File: src/rtl/stopwatch_core_n.sv
// N-digit BCD stopwatch/timer: prescaler, run FSM, up/down BCD chain, lap register (STOPWATCH_LAP_EN).
// Digits change on the prescaler step edge with no added latency; pulse inputs are never backpressured.
module stopwatch_core_n #(
  parameter int DIGITS   = 4,
  parameter int TICK_DIV = 1_000_000
) (
  input  logic                  clk,
  input  logic                  rst,
  input  logic                  start_p,
  input  logic                  stop_p,
  input  logic                  clear_p,
  input  logic                  lap_p,
  input  logic                  load_p,
  input  logic                  mode_down,
  input  logic [4*DIGITS-1:0]   preset,
  output logic [4*DIGITS-1:0]   digits,
  output logic [4*DIGITS-1:0]   lap_digits,
  output logic                  lap_valid,
  output logic                  running,
  output logic                  done,
  output logic                  done_p
);

  localparam int W  = 4 * DIGITS;
  localparam int PW = (TICK_DIV > 1) ? $clog2(TICK_DIV) : 1;
  localparam logic [PW-1:0] PRESC_MAX = PW'(TICK_DIV - 1);
  localparam logic [W-1:0]  ALL_NINES = {DIGITS{4'h9}};

  typedef enum logic [1:0] {IDLE, RUN, PAUSE, DONE} state_t;

  state_t         state, state_nx;
  logic [PW-1:0]  presc, presc_nx;
  logic [W-1:0]   digits_nx;
  logic           dir, dir_nx;
  logic           step;
  logic           terminal;
  logic [W-1:0]   stepped;

  function automatic logic [W-1:0] bcd_inc(input logic [W-1:0] v);
    logic [W-1:0] r;
    logic         c;
    r = v;
    c = 1'b1;
    for (int i = 0; i < DIGITS; i++) begin
      if (c) begin
        if (v[4*i +: 4] == 4'd9) begin
          r[4*i +: 4] = 4'd0;
        end else begin
          r[4*i +: 4] = v[4*i +: 4] + 4'd1;
          c = 1'b0;
        end
      end
    end
    return r;
  endfunction

  function automatic logic [W-1:0] bcd_dec(input logic [W-1:0] v);
    logic [W-1:0] r;
    logic         b;
    r = v;
    b = 1'b1;
    for (int i = 0; i < DIGITS; i++) begin
      if (b) begin
        if (v[4*i +: 4] == 4'd0) begin
          r[4*i +: 4] = 4'd9;
        end else begin
          r[4*i +: 4] = v[4*i +: 4] - 4'd1;
          b = 1'b0;
        end
      end
    end
    return r;
  endfunction

  function automatic logic [W-1:0] bcd_clamp(input logic [W-1:0] v);
    logic [W-1:0] r;
    r = v;
    for (int i = 0; i < DIGITS; i++) begin
      if (v[4*i +: 4] > 4'd9) r[4*i +: 4] = 4'd9;
    end
    return r;
  endfunction

  // Saturating at both ends so a run can never wrap past the terminal value.
  always_comb begin
    step = (state == RUN) && (presc == PRESC_MAX);
    if (dir) begin
      stepped  = (digits == '0) ? '0 : bcd_dec(digits);
      terminal = (stepped == '0);
    end else begin
      stepped  = (digits == ALL_NINES) ? ALL_NINES : bcd_inc(digits);
      terminal = (stepped == ALL_NINES);
    end
  end

  always_comb begin
    state_nx  = state;
    presc_nx  = presc;
    digits_nx = digits;
    dir_nx    = dir;
    if (clear_p) begin
      state_nx  = IDLE;
      presc_nx  = '0;
      digits_nx = '0;
    end else begin
      case (state)
        IDLE: begin
          presc_nx = '0;
          if (stop_p) begin
            state_nx = IDLE;
          end else if (start_p) begin
            dir_nx = mode_down;
            if (!(mode_down && digits == '0)) state_nx = RUN;
          end else if (load_p) begin
            digits_nx = bcd_clamp(preset);
          end
        end
        RUN: begin
          presc_nx = step ? '0 : presc + PW'(1);
          if (step) digits_nx = stepped;
          // A terminal step outranks a simultaneous stop.
          if (step && terminal) begin
            state_nx = DONE;
          end else if (stop_p) begin
            state_nx = PAUSE;
          end
        end
        PAUSE: begin
          if (!stop_p && start_p) state_nx = RUN;
        end
        DONE: begin
          presc_nx = '0;
        end
        default: state_nx = IDLE;
      endcase
    end
  end

  always_ff @(posedge clk) begin
    if (rst) begin
      state  <= IDLE;
      presc  <= '0;
      digits <= '0;
      dir    <= 1'b0;
      done_p <= 1'b0;
    end else begin
      state  <= state_nx;
      presc  <= presc_nx;
      digits <= digits_nx;
      dir    <= dir_nx;
      done_p <= (state_nx == DONE) && (state != DONE);
    end
  end

  assign running = (state == RUN);
  assign done    = (state == DONE);

`ifdef STOPWATCH_LAP_EN
  // Samples the registered count, so a lap on a step edge keeps the pre-step value.
  always_ff @(posedge clk) begin
    if (rst || clear_p) begin
      lap_digits <= '0;
      lap_valid  <= 1'b0;
    end else if (lap_p && (state == RUN || state == PAUSE)) begin
      lap_digits <= digits;
      lap_valid  <= 1'b1;
    end
  end
`else
  logic unused_lap;
  assign unused_lap = lap_p;
  assign lap_digits = '0;
  assign lap_valid  = 1'b0;
`endif

endmodule
File: config.mk
export PLATFORM = sky130hd
export DESIGN_NAME = stopwatch_core_n
export DESIGN_NICKNAME = d
export VERILOG_FILES = /design/src/rtl/stopwatch_core_n.sv
export SDC_FILE = /design/constraint.sdc
export NUM_CORES = 1
export LEC_CHECK = 0
export ABC_CLOCK_PERIOD_IN_PS = 2300
export CAP_MARGIN = 20
export CORE_MARGIN = 3
export CORE_UTILIZATION = 51
export CTS_BUF_LIST = sky130_fd_sc_hd__clkbuf_4 sky130_fd_sc_hd__clkbuf_8
export DETAILED_ROUTE_END_ITERATION = 7
export PLACE_DENSITY = 0.8
export SETUP_SLACK_MARGIN = 0.5
export SLEW_MARGIN = 15
export SYNTH_ARGS = -nofsm -noshare
export SYNTH_HDL_FRONTEND = slang
export SYNTH_SLANG_ARGS = --single-unit
File: constraint.sdc
create_clock -name clk -period 2.3 [get_ports clk]
set_input_delay 0.575 -clock clk [delete_from_list [all_inputs] [get_ports clk]]
set_output_delay 0.575 -clock clk [all_outputs]
set_load 0.02 [all_outputs]
==> flow_metrics.env <==
export IMPL_area_delta_synth_final_pct=59.3
export IMPL_port_buffers=41
export IMPL_p_leak_nw=2.28
export IMPL_wl_met3_microns=1320
export IMPL_wl_met2_microns=7960
export IMPL_drt_pass1_iterations=6
export IMPL_tightest_slew_ns=0.784
export IMPL_rr_worst_depth=9
export IMPL_synth_top_area_share_pct=21.7
export IMPL_drv_cap=0
export IMPL_vias=4810
export IMPL_grt_setup_unrepaired="true"
export IMPL_synth_area_leaders="dfxtp_1, ha_1, nor2_1, a21oi_1, o21ai_0"
export IMPL_status="complete, but fails checks"
export IMPL_vdd_ir_drop_max_mv=0.325
export IMPL_ant_nets=0
export IMPL_remaining_drc_errors=0
export IMPL_finalSetupViolations=35
export IMPL_power_switching_w=0.000631
export IMPL_ys_warn_count=0
export IMPL_grt_pass1_vias=4508
export IMPL_grt_pass1_wl_microns=23000
export IMPL_hold_path_endpoint="presc[18]"
export IMPL_hold_viol=0
export IMPL_h_tree_depth=2
export IMPL_finalWeightedCongestion=1.04
export IMPL_fin_setup_tns_ns=-2.42
export IMPL_synth_most_common_cell="nor2_1"
export IMPL_critPathArrivalTime_ns=2.68
export IMPL_crit_buf_inv=3
export IMPL_yosys_register_bits=40
export IMPL_ys_seq_area_share_pct=21.7
export IMPL_power_frac_seq_pct=38.7
export IMPL_grt_max_degree=31
export IMPL_hold_ws_ns=0.526
export IMPL_design_area_sq_mm=0.00589
export IMPL_synth_edf_count=0
export IMPL_grt_use_total_pct=33.5
export IMPL_worst_r2r_endpoint="digits[9]"
export IMPL_rows=30
export IMPL_avgSynthCellArea_sq_um=7.42
export IMPL_finalCriticalPeriod_ns=2.49
export IMPL_mappedNetlistArea_sq_mm=0.00370
export IMPL_wl_microns=15900
export IMPL_crit_chain="nor4b_2 > nand4_1 > or3_4 > buf_6 > a22oi_2 > buf_4 > buf_12 > nor2_4 > a211oi_2"
export IMPL_combPwrFrac_pct=33.7
export IMPL_holdBufCountCts=0
export IMPL_max_slew_margin_rel_pct=47.7
export IMPL_initial_core_util_pct=53.5
export IMPL_fin_crit_sh_pct=108
export IMPL_drv_slew=0
export IMPL_die_area_sq_mm=0.00830
export IMPL_layout_setup_ws_ns=-0.187
export IMPL_synth_distinct_cells=74
export IMPL_highest_layer="met4"
export IMPL_switching_share_pct=34.4
export IMPL_r2r_start="presc[12]"
export IMPL_grt_overflow_total=0
export IMPL_hp_class="reg -> reg"
export IMPL_met1Wirelength_microns=5730
export IMPL_antenna_found_initial=0
export IMPL_vias_per_cell=6.63
export IMPL_routedWlPerCell_microns=21.9
export IMPL_path_delay_family="simple AND/OR/NAND/NOR gates"
export IMPL_worst_setup_path_start_kind="register"
export IMPL_worstPathRequired_ns=2.50
export IMPL_synthFlopType="dfxtp_1"
export IMPL_pwr_share_clk_pct=27.6
export IMPL_io_pins=60
export IMPL_drt_initial_drc_count=577
export IMPL_r2r_slack_ns=-0.19
export IMPL_die_w_microns=91.1
export IMPL_slowest_delay_ns=0.45
export IMPL_nets=674
export IMPL_fmax_mhz=402
export IMPL_die_y_microns=91.1
export IMPL_insertion_delay_ns=0.30
export IMPL_post_dp_cell_area_sq_mm=0.00480
export IMPL_failed_checks="setup timing"
export IMPL_cts_made_buffers=5
export IMPL_dpl_hpwl_microns=8760
export IMPL_cp_end_kind="register"
export IMPL_clk_pin_slew_ns=0.09
export IMPL_critical_path_class="reg -> reg"
export IMPL_yosysTopAreaCell="dfxtp_1"
export IMPL_n_antenna_cell=0
export IMPL_clockBufferDepth=2
export IMPL_hp_start="presc[18]"
export IMPL_core_sq_mm=0.00691
export IMPL_holdPathStages=2
export IMPL_synth_common_cells="nor2_1, dfxtp_1, a21oi_1, o21ai_0, nand2_1"
export IMPL_cts_tree="yes"
export IMPL_cts_sinks=40
export IMPL_fin_worst_skew_ns=0.00574
export IMPL_p_per_area_mw_per_mm2=312
export IMPL_cts_root_buffer="clkbuf_8"
export IMPL_syn_inst=498
export IMPL_power_w=0.00184
export IMPL_cp_max_fo=7
export IMPL_p_int_w=0.00120
export IMPL_drive_above_1_share_pct=44.1
export IMPL_crit_path_top_delay_cell="or3_4"
export IMPL_async_reset_ff_share_pct=0
-- layout make-up --
cell class | count | area [sq um]
sequential | 40 | 853
tap | 96 | 120
clock buffer | 6 | 76.3
clock inverter | 2 | 15.0
timing repair buffer | 154 | 1350
multi-input combinational | 409 | 3380
inverter | 19 | 93.8
fill | 377 | 1020
-- cells in the final DEF (no fill, tap or decap), drive strengths merged, types with 9 or more instances in the layout --
cell type        n
buf            113
nand3           20
inv             20
nand3b          11
dfxtp           40
or3              9
nor4             9
clkbuf          11
ha              21
clkdlybuf4s50   22
nand4           12
conb            17
o21ai           33
nand2           26
nor2            59
mux2i           13
nor3b           10
a211oi          13
nor3            10
a21oi           38
-- through the flow --
step | utilization, % | cells | setup WS (ns)
final | 85.2 | 726 | -0.187
after global routing | 85.2 | 726 | -0.232
after CTS | 81.0 | 717 | 0.113
after detailed placement | 69.5 | 669 | 0.00329
after global placement | 69.5 | 669 | 0.0526
after floorplan | - | 514 | 0.148
-- what timing repair did --
action,CTS,global route
gates resized for setup,128,64
pin swaps,46,30
setup buffers,36,9
endpoints found under the hold margin,0,0
cloned,4,0
setup endpoints to repair,56,52
-- worst max-delay path by stage --
stage / endpoint / slack, ns / depth (start not counted) / startpoint
floorplan: done_p / 0.15 / 10 / digits[4]
detailed placement: state[0] / 0.003 / 10 / digits[1]
finish: digits[9] / -0.19 / 9 / presc[12]
global placement: state[0] / 0.05 / 9 / digits[0]
global route: digits[9] / -0.23 / 9 / presc[12]
CTS: state[0] / 0.11 / 9 / digits[0]
-- worst register-to-register path, cell delays in order (launching register included) --
cell and delay, ns:
dfxtp_1 0.40, nor4b_2 0.41, nand4_1 0.21, or3_4 0.45, buf_6 0.15, a22oi_2 0.18, buf_4 0.16, buf_12 0.12
nor2_4 0.04, a211oi_2 0.26
-- per-layer routing --
layer,vias up,global-route usage [%]
met5,-,0
met4,0,16.1
met1,2298,39.7
met3,103,6.46
li1,2074,-
met2,335,57.8
-- power groups by stage --
| stage | registers (W) | clock network, W | logic [W] |
|---|---|---|---|
| floorplan | 0.000729 | 0 | 0.000295 |
| global placement | 0.000725 | 0 | 0.000431 |
| detailed placement | 0.000725 | 0 | 0.000440 |
| CTS | 0.000708 | 0.000508 | 0.000541 |
| global route | 0.000711 | 0.000536 | 0.000644 |
| finish | 0.000710 | 0.000507 | 0.000618 |
-- registers in the layout, indices dropped and copies added, names as in the netlist --
signal  count
digits     16
dir         1
done_p      1
presc      20
state       2
-- kinds of logic (layout without fill, tap and decap cells) --
group           after synthesis  after routing  share of synthesized area (%)
fa+ha+maj                    21             21                           7.11
simple gates                207            208                           31.7
mux                          15             15                           4.13
buf+inv                      67            181                           8.84
xor+xnor                     10             10                           2.37
other cells                   1             17                          0.101
compound gates              137            138                           24.1
flops                        40             40                           21.7
No activity file was read; power rests on OpenSTA's default activity.
